===== src/rtl/aes_kat_vector_gen.sv =====
// AES known-answer / random / TVLA stimulus source feeding the AES core over a valid/ready handshake.
// Vectors are generated algorithmically (shift-in-ones sweeps, 128-bit Galois LFSR), so no ROM is needed.
module aes_kat_vector_gen #(
    parameter int KEY_WIDTH = 128,
    parameter int CNT_WIDTH = 16
) (
    input  logic                 clk,
    input  logic                 reset,
    input  logic                 start,
    input  logic [1:0]           mode,
    input  logic [CNT_WIDTH-1:0] num_vectors,
    input  logic [127:0]         lfsr_seed,
    input  logic [KEY_WIDTH-1:0] fixed_key,
    input  logic [127:0]         fixed_text,
    input  logic                 out_ready,
    output logic                 out_valid,
    output logic [127:0]         plainText,
    output logic [KEY_WIDTH-1:0] cypher_key,
    output logic [CNT_WIDTH-1:0] vec_idx,
    output logic                 busy,
    output logic                 done
);

    typedef enum logic [1:0] {
        ST_IDLE = 2'd0,
        ST_LOAD = 2'd1,
        ST_EMIT = 2'd2,
        ST_DONE = 2'd3
    } state_t;

    localparam logic [1:0] MODE_VARTXT = 2'd0;
    localparam logic [1:0] MODE_VARKEY = 2'd1;
    localparam logic [1:0] MODE_RAND   = 2'd2;
    localparam logic [1:0] MODE_TVLA   = 2'd3;

    localparam logic [CNT_WIDTH-1:0] CNT_ZERO = {CNT_WIDTH{1'b0}};
    localparam logic [CNT_WIDTH-1:0] CNT_ONE  = {{(CNT_WIDTH-1){1'b0}}, 1'b1};

    // Galois step for x^128 + x^7 + x^2 + x + 1
    function automatic logic [127:0] lfsr_step(input logic [127:0] s);
        lfsr_step = {s[126:0], 1'b0} ^ (s[127] ? 128'h87 : 128'h0);
    endfunction

    state_t                 state_r;
    state_t                 state_s;
    logic [1:0]             mode_r;
    logic [CNT_WIDTH-1:0]   num_r;
    logic [KEY_WIDTH-1:0]   fixed_key_r;
    logic [127:0]           fixed_text_r;
    logic [127:0]           lfsr_r;
    logic [CNT_WIDTH-1:0]   last_idx_r;

    logic [CNT_WIDTH-1:0]   n_s;
    logic                   out_valid_s;
    logic [127:0]           plaintext_s;
    logic [KEY_WIDTH-1:0]   key_s;
    logic [CNT_WIDTH-1:0]   idx_s;
    logic [127:0]           lfsr_s;
    logic [CNT_WIDTH-1:0]   last_idx_s;
    logic                   busy_s;
    logic                   done_s;

    // Vector count of the latched run
    always_comb begin
        case (mode_r)
            MODE_VARTXT: n_s = CNT_WIDTH'(32'd128);
            MODE_VARKEY: n_s = CNT_WIDTH'(KEY_WIDTH);
            default:     n_s = num_r;
        endcase
    end

    // State register
    always_ff @(posedge clk) begin
        if (reset) begin
            state_r <= ST_IDLE;
        end else begin
            state_r <= state_s;
        end
    end

    // Next-state logic
    always_comb begin
        state_s = state_r;
        case (state_r)
            ST_IDLE: begin
                if (start) begin
                    state_s = ST_LOAD;
                end else begin
                    state_s = ST_IDLE;
                end
            end
            ST_LOAD: begin
                if (n_s == CNT_ZERO) begin
                    state_s = ST_DONE;
                end else begin
                    state_s = ST_EMIT;
                end
            end
            ST_EMIT: begin
                if (out_ready && (vec_idx == last_idx_r)) begin
                    state_s = ST_DONE;
                end else begin
                    state_s = ST_EMIT;
                end
            end
            ST_DONE: state_s = ST_IDLE;
            default: state_s = ST_IDLE;
        endcase
    end

    // Run configuration, captured only when a run is accepted
    always_ff @(posedge clk) begin
        if (reset) begin
            mode_r       <= 2'd0;
            num_r        <= CNT_ZERO;
            fixed_key_r  <= {KEY_WIDTH{1'b0}};
            fixed_text_r <= 128'd0;
        end else if ((state_r == ST_IDLE) && start) begin
            mode_r       <= mode;
            num_r        <= num_vectors;
            fixed_key_r  <= fixed_key;
            fixed_text_r <= fixed_text;
        end else begin
            mode_r       <= mode_r;
            num_r        <= num_r;
            fixed_key_r  <= fixed_key_r;
            fixed_text_r <= fixed_text_r;
        end
    end

    // Output/datapath next values; every output is registered below
    always_comb begin
        out_valid_s = out_valid;
        plaintext_s = plainText;
        key_s       = cypher_key;
        idx_s       = vec_idx;
        lfsr_s      = lfsr_r;
        last_idx_s  = last_idx_r;
        busy_s      = (state_s == ST_LOAD) || (state_s == ST_EMIT);
        done_s      = (state_s == ST_DONE);
        case (state_r)
            ST_IDLE: begin
                if (start) begin
                    lfsr_s = (lfsr_seed == 128'd0) ? 128'd1 : lfsr_seed;
                    idx_s  = CNT_ZERO;
                end else begin
                    lfsr_s = lfsr_r;
                end
            end
            ST_LOAD: begin
                if (n_s != CNT_ZERO) begin
                    out_valid_s = 1'b1;
                    idx_s       = CNT_ZERO;
                    last_idx_s  = n_s - CNT_ONE;
                    case (mode_r)
                        MODE_VARTXT: begin
                            plaintext_s = {1'b1, 127'd0};
                            key_s       = {KEY_WIDTH{1'b0}};
                        end
                        MODE_VARKEY: begin
                            plaintext_s = 128'd0;
                            key_s       = {1'b1, {(KEY_WIDTH-1){1'b0}}};
                        end
                        MODE_RAND: begin
                            plaintext_s = lfsr_r;
                            key_s       = fixed_key_r;
                        end
                        default: begin
                            plaintext_s = fixed_text_r;
                            key_s       = fixed_key_r;
                        end
                    endcase
                end else begin
                    out_valid_s = 1'b0;
                end
            end
            ST_EMIT: begin
                if (out_ready) begin
                    // TVLA only consumes LFSR states on the odd (random) slots
                    if ((mode_r == MODE_RAND) || ((mode_r == MODE_TVLA) && vec_idx[0])) begin
                        lfsr_s = lfsr_step(lfsr_r);
                    end else begin
                        lfsr_s = lfsr_r;
                    end
                    if (vec_idx == last_idx_r) begin
                        out_valid_s = 1'b0;
                    end else begin
                        out_valid_s = 1'b1;
                        idx_s       = vec_idx + CNT_ONE;
                        case (mode_r)
                            MODE_VARTXT: plaintext_s = {1'b1, plainText[127:1]};
                            MODE_VARKEY: key_s = {1'b1, cypher_key[KEY_WIDTH-1:1]};
                            MODE_RAND:   plaintext_s = lfsr_step(lfsr_r);
                            MODE_TVLA:   plaintext_s = vec_idx[0] ? fixed_text_r : lfsr_r;
                            default:     plaintext_s = plainText;
                        endcase
                    end
                end else begin
                    out_valid_s = 1'b1;
                end
            end
            ST_DONE: out_valid_s = 1'b0;
            default: out_valid_s = 1'b0;
        endcase
    end

    // Registered outputs and LFSR
    always_ff @(posedge clk) begin
        if (reset) begin
            out_valid  <= 1'b0;
            plainText  <= 128'd0;
            cypher_key <= {KEY_WIDTH{1'b0}};
            vec_idx    <= CNT_ZERO;
            busy       <= 1'b0;
            done       <= 1'b0;
            lfsr_r     <= 128'd0;
            last_idx_r <= CNT_ZERO;
        end else begin
            out_valid  <= out_valid_s;
            plainText  <= plaintext_s;
            cypher_key <= key_s;
            vec_idx    <= idx_s;
            busy       <= busy_s;
            done       <= done_s;
            lfsr_r     <= lfsr_s;
            last_idx_r <= last_idx_s;
        end
    end

endmodule


===== config.mk =====
export PLATFORM = sky130hd
export DESIGN_NAME = aes_kat_vector_gen
export DESIGN_NICKNAME = d
export VERILOG_FILES = /design/src/rtl/aes_kat_vector_gen.sv
export SDC_FILE = /design/constraint.sdc
export NUM_CORES = 2
export LEC_CHECK = 0
export ABC_AREA = 0
export CAP_MARGIN = 20
export CORE_ASPECT_RATIO = 1.2
export CORE_UTILIZATION = 42
export CTS_BUF_LIST = sky130_fd_sc_hd__clkbuf_4 sky130_fd_sc_hd__clkbuf_8
export CTS_CLUSTER_SIZE = 8
export DETAILED_ROUTE_END_ITERATION = 16
export PLACE_DENSITY = 0.71
export SYNTH_ARGS = -nofsm -noshare
export SYNTH_HDL_FRONTEND = slang
export SYNTH_SLANG_ARGS = --single-unit

===== constraint.sdc =====
create_clock -name clk -period 4 [get_ports clk]
set_clock_uncertainty 0.1 [all_clocks]
set_input_delay 0.8 -clock clk [delete_from_list [all_inputs] [get_ports clk]]
set_output_delay 0.8 -clock clk [all_outputs]
set_load 0.03 [all_outputs]

# ---- After elaboration in Yosys (flattened, before gate mapping)
# Index checks and enable logic that the tools add are counted.
dict set report word_totals {
  regBits 695
  word_cells 86
}
dict set report op_classes {
  addsub 2
  n_eq_ne 17
  mux 33
  bitwise_logic 1
  n_reduce_logical 20
}
# op count
set op_table {}
lappend op_table {{$mux W128} 12}
lappend op_table {{$pmux W128 S2} 4}
lappend op_table {{$pmux W128 S3} 2}
lappend op_table {{$logic_not A128 Y1} 1}
lappend op_table {{$xor A128 B8 Y128} 1}
lappend op_table {{$mux W16} 5}
lappend op_table {{$pmux W16 S3} 1}
lappend op_table {{$add A16 B1 Y16 const B} 1}
lappend op_table {{$eq A16 B16 Y1} 1}
lappend op_table {{$logic_not A16 Y1} 1}
lappend op_table {{$reduce_bool A16 Y1} 1}
lappend op_table {{$sub A16 B1 Y16 const B} 1}
lappend op_table {{$reduce_and A5 Y1} 3}
lappend op_table {{$eq A2 B2 Y1 const B} 6}
lappend op_table {{$ne A2 B2 Y1 const B} 5}
lappend op_table {{$mux W8} 1}
lappend op_table {{$pmux W2 S4} 1}
lappend op_table {{$eq A2 B1 Y1 const B} 3}
lappend op_table {{$mux W1} 6}
lappend op_table {{$reduce_bool A3 Y1} 2}
lappend op_table {{$logic_not A2 Y1} 2}
lappend op_table {{$ne A4 B3 Y1 const B} 1}
lappend op_table {{$reduce_and A4 Y1} 1}
lappend op_table {{$reduce_bool A2 Y1} 2}
lappend op_table {{6 further kinds} 9}

# ---- Depth between registers and ports, before layout
dict set report depth {
  depth_word 8
  ltp_mapped 13
}

# ---- Least setup slack after synthesis
# No wires, ideal clock.
dict set report synth_path {
  path_type {reg-to-reg}
  from {register mode_r[1]}
  to {register cypher_key[10]}
  setup_ns 0.081
  arrival_ns 2.793
  t_required_ns 3.819
  setup_slack_ns 1.026
  path_stages_with_launch 14
  n_path_buf 5
  cell_sequence {dfxtp_1 buf_2 clkbuf_1 clkbuf_1 nand2_1 ha_1 or4b_1 a2bb2oi_2 nor3_4 a211oi_2 buf_2 clkbuf_1 nor2_1 a211oi_2}
}
dict set report synth_via {
  elab_chain_cells 6
}
# element line_no
set synth_lines {}
lappend synth_lines {{start: declaration} 46} ;# logic [1:0] mode_r;
lappend synth_lines {{start signal: assignment} 119} ;# mode_r <= mode;
lappend synth_lines {{start signal: assignment} 124} ;# mode_r <= mode_r;
lappend synth_lines {{$eq A2 B1 Y1 or $logic_not A2 Y1 (tied branches)} {65, 155, 190}}
lappend synth_lines {{$reduce_or A2 Y1 (no source line)} n/a}
lappend synth_lines {{$mux W16} 65} ;# case (mode_r)
lappend synth_lines {{$reduce_bool A16 Y1} 151} ;# if (n_s != CNT_ZERO) begin
lappend synth_lines {{$ne A2 B2 Y1 (no source line)} n/a}
lappend synth_lines {{$reduce_and A5 Y1 (no source line)} n/a}
lappend synth_lines {{end signal: assignment} 212} ;# cypher_key <= {KEY_WIDTH{1'b0}};
lappend synth_lines {{end signal: assignment} 221} ;# cypher_key <= key_s;
lappend synth_lines {{end: declaration} 18} ;# output logic [KEY_WIDTH-1:0] cypher_key,
# Parallel ways exist; a longest one is shown, timed or not. The select of a mux whose other input is x is not followed.
# A chain may end at the register's enable or synchronous reset.

# ---- Final worst setup path
dict set report layout_path {
  from {register vec_idx[0]}
  to {output port vec_idx[0]}
}
# element line_no
set layout_rtl {}
lappend layout_rtl {{start: declaration} 19} ;# output logic [CNT_WIDTH-1:0] vec_idx,
lappend layout_rtl {{start signal: assignment} 222} ;# vec_idx <= idx_s;
# No word-level cell between the ends.

==> impl_metrics.toml <==
[run_status]
outcome = "finished, final reports clean"

[yosys]
avgSynthCellArea_um2 = 8.279
yosys.area_share.simple = 0.1952
synth_warnings = 0
synth_xor_area_frac = 0.007952
synth-compound-area-share = 0.2665
synth_nets = 4274
ys_types = 57
syn_area_um2 = 31940
synth_edf_count = 0
async_flop_share = 0
synth_top_family_by_area = "compound AO/OA/AOI/OAI gates"
ys_seq_area_frac = 0.4356
synth_cells = 3858
synth-seq-cells = 695
synthAdderAreaFrac = 0.003917
synth.area.mux_share = 0.03886
synthFlopType = "dfxtp_1"

[pwr]
power_frac_comb = 0.419
p_leak_nw = 14.34
power_density_nw_per_um2 = 694.0
cell_internal_pwr_mw = 16.86
seq_power_share = 0.359
power.switching_mw = 12.13
power_mw = 28.99
p_clk_frac = 0.222
ir_drop_mv = 0.4942
swShare = 0.4185

[final_layout]
layout.nets = 4766
syn2layout_area_growth_pct = 30.81
drive_above_1_share = 0.1197
multi_input_area_um2 = 16450
nFillCells = 6972
regArea_um2 = 13920

[clocking]
cts_resized = 0
htreeDepth = 3
cts_setup_buffers = 0
cts_root_buf = "clkbuf_8"
clockBufferDepth = 3
numCtsBuffers = 112
path_clk_slew_ns = 0.06
hold_buffers = 0
clk_latency_ns = 0.74
tritoncts = "done"
cts.sinks = 695

[global_route]
grt_pass1_wl_um = 169700
grt_max_degree = 137
track_usage = 0.2788
grt_overflow = 0
antenna_found_initial = 28
first_global_vias = 28830

[sta]
max_freq_mhz = 323.8
setup_slack_ns = 0.9114
min_period_over_period = 0.7721
hold_viol_final = 0
setup_viol = 0
fin_crit_ns = 3.089
fin_tns_setup_ns = 0
worst_slew_pin_slew_ns = 1.117
drv_slew = 0
slew_headroom = 0.2555
rsz0062_at_grt = "false"

[worst_setup_path]
cp_max_fo = 9
crit_slowest_cell = "clkdlybuf4s50_1"
slowest_delay_ns = 0.82
critical_path.cell_chain = "clkdlybuf4s50_1"
crit_type = "reg2out"
critPathTopFamily = "buffers and inverters"
startpoint_type = "register"
cp_data_required_time_ns = 3.10
cp-end-kind = "output pin"
cp_num_buf_inv = 1
critPathArrivalTime_ns = 2.19

[die]
start_util = 0.4250
die_y_um = 304.1
core_area_um2 = 75150
io_pins = 681
die_x_um = 253.7
num_rows = 110
die-area_um2 = 77160

[route]
dr.pass1.iters = 6
drt_iter0_drc = 2456
avgRoutedWirePerCell_um = 20.45
drt_wl_total_um = 111800
ant_nets = 0
drcViolationCount = 0
vias = 30490
viasPerCell = 5.580

[flow_run]
maxCapViolations = 0

[place]
dpl_worst_slack_ns = 0.3500
gp_congestion = 0.9002
post-dp-hpwl_um = 76420
io_buffers = 680

[worst_hold_path]
min_path_type = "reg2reg"
==> cell usage in the layout (no fill, tap or decap), types with 4 or more instances in the layout <==
| cell type | instances |
|---|---|
| or3_1 | 7 |
| mux2i_1 | 124 |
| o21ai_0 | 13 |
| nand4_1 | 21 |
| xnor2_1 | 22 |
| diode_2 | 21 |
| xor2_1 | 7 |
| nor2_1 | 652 |
| buf_4 | 33 |
| dfxtp_1 | 694 |
| a211oi_1 | 151 |
| o211ai_1 | 5 |
| inv_1 | 20 |
| ha_1 | 9 |
| and3_1 | 131 |
| nor3_1 | 13 |
| nor2b_1 | 8 |
| clkbuf_8 | 138 |
| nor4_1 | 39 |
| nand3_1 | 13 |
| a211oi_2 | 240 |
| clkdlybuf4s50_1 | 679 |
| o221ai_1 | 124 |
| clkinv_2 | 10 |
| clkbuf_4 | 44 |
| or4_1 | 4 |
| buf_12 | 30 |
| o32ai_2 | 9 |
| a21oi_1 | 545 |
| o311ai_0 | 5 |
| nand2_1 | 582 |
==> state kept, by name (all words and copies together) (netlist names) <==
| register | cells |
|---|---|
| fixed_text_r | 128 |
| plainText | 128 |
| out_valid | 1 |
| vec_idx | 16 |
| mode_r | 2 |
| done | 1 |
| num_r | 16 |
| last_idx_r | 16 |
| state_r | 2 |
| cypher_key | 128 |
| busy | 1 |
| lfsr_r | 128 |
| fixed_key_r | 128 |
==> final cells by class <==
cell class,count,share of cell area
clock buffers,182,0.05337
repair buffers,743,0.1833
inverters,21,0.001947
well taps,1008,0.03019
multi-input cells,2777,0.3938
clock inverters,17,0.002965
diodes,21,0.001258
flip-flops and latches,695,0.3331
==> path summary, 6_finish.rpt <==
kind,slack (ns),start,end,cells after the start
worst max register to register,1.04,state_r[0],cypher_key[97],8
worst min register to register,0.35,fixed_key_r[18],fixed_key_r[18],2
worst min-delay path,0.35,fixed_key_r[18],fixed_key_r[18],2
worst max-delay path,0.91,vec_idx[0],vec_idx[0],1
==> cells by family (layout without fill, tap and decap cells) <==
group | after synthesis | count (layout)
mux | 124 | 124
other cells | 0 | 21
simple gates | 1490 | 1490
xor+xnor | 29 | 29
compound gates | 1124 | 1124
fa+ha+maj | 10 | 10
flops | 695 | 695
buf+inv | 386 | 963
==> stage by stage <==
step	area (um2)	utilization	hold WS, ns	std cells
finish	41780	0.5560	0.3484	5464
CTS	41730	0.5553	0.3509	5443
floorplan	31940	-	0.3319	3858
detailed placement	39370	0.5240	0.3424	5244
global route	41780	0.5560	0.3655	5464
global placement	39370	0.5240	0.3371	5244
==> Yosys cell counts (all sizes together) (2+ instances only) <==
| cell type | instances | area share |
|---|---|---|
| nand3 | 14 | 0.0024 |
| a22oi | 3 | 0.00071 |
| buf | 85 | 0.017 |
| nand3b | 2 | 0.00047 |
| a311oi | 2 | 0.00055 |
| nor2b | 8 | 0.0016 |
| nor2 | 653 | 0.077 |
| nand2b | 3 | 0.00059 |
| o22ai | 3 | 0.00059 |
| o221ai | 124 | 0.034 |
| nor3 | 14 | 0.0025 |
| o41ai | 3 | 0.00082 |
| o311ai | 5 | 0.0014 |
| nand4 | 21 | 0.0041 |
| inv | 21 | 0.0025 |
| or3 | 7 | 0.0014 |
| o31ai | 3 | 0.00086 |
| o211ai | 5 | 0.0012 |
| and3 | 131 | 0.026 |
| clkbuf | 280 | 0.033 |
| a31oi | 2 | 0.00039 |
| and4 | 3 | 0.00082 |
| dfxtp | 695 | 0.44 |
| ha | 10 | 0.0039 |
| a21oi | 547 | 0.086 |
| or4 | 5 | 0.0013 |
| xnor2 | 22 | 0.0060 |
| o21ai | 14 | 0.0022 |
| a211oi | 393 | 0.13 |
| and2 | 3 | 0.00067 |
| o32ai | 10 | 0.0049 |
| xor2 | 7 | 0.0019 |
| a221o | 3 | 0.00094 |
| mux2i | 124 | 0.039 |
| nand2 | 584 | 0.069 |
| nor4 | 39 | 0.0076 |
==> power groups by stage <==
stage	logic, mW	registers, mW	clock network (mW)
3_3_place_gp	11.9	10.5	0
6_report	12.1	10.4	6.45
4_1_cts	12.1	10.4	6.59
3_5_place_dp	12.1	10.5	0
2_1_floorplan	6.57	11.6	0
5_1_grt	13.1	10.6	6.89
==> metal layers <==
layer,up-vias,global-route usage,routed length [um]
li1,14690,-,-
met1,14330,0.3427,45000
met2,1188,0.4578,53410
met3,270,0.05611,7951
met4,12,0.1451,5311
met5,-,0,88
Power figures use the tool's default switching activity.
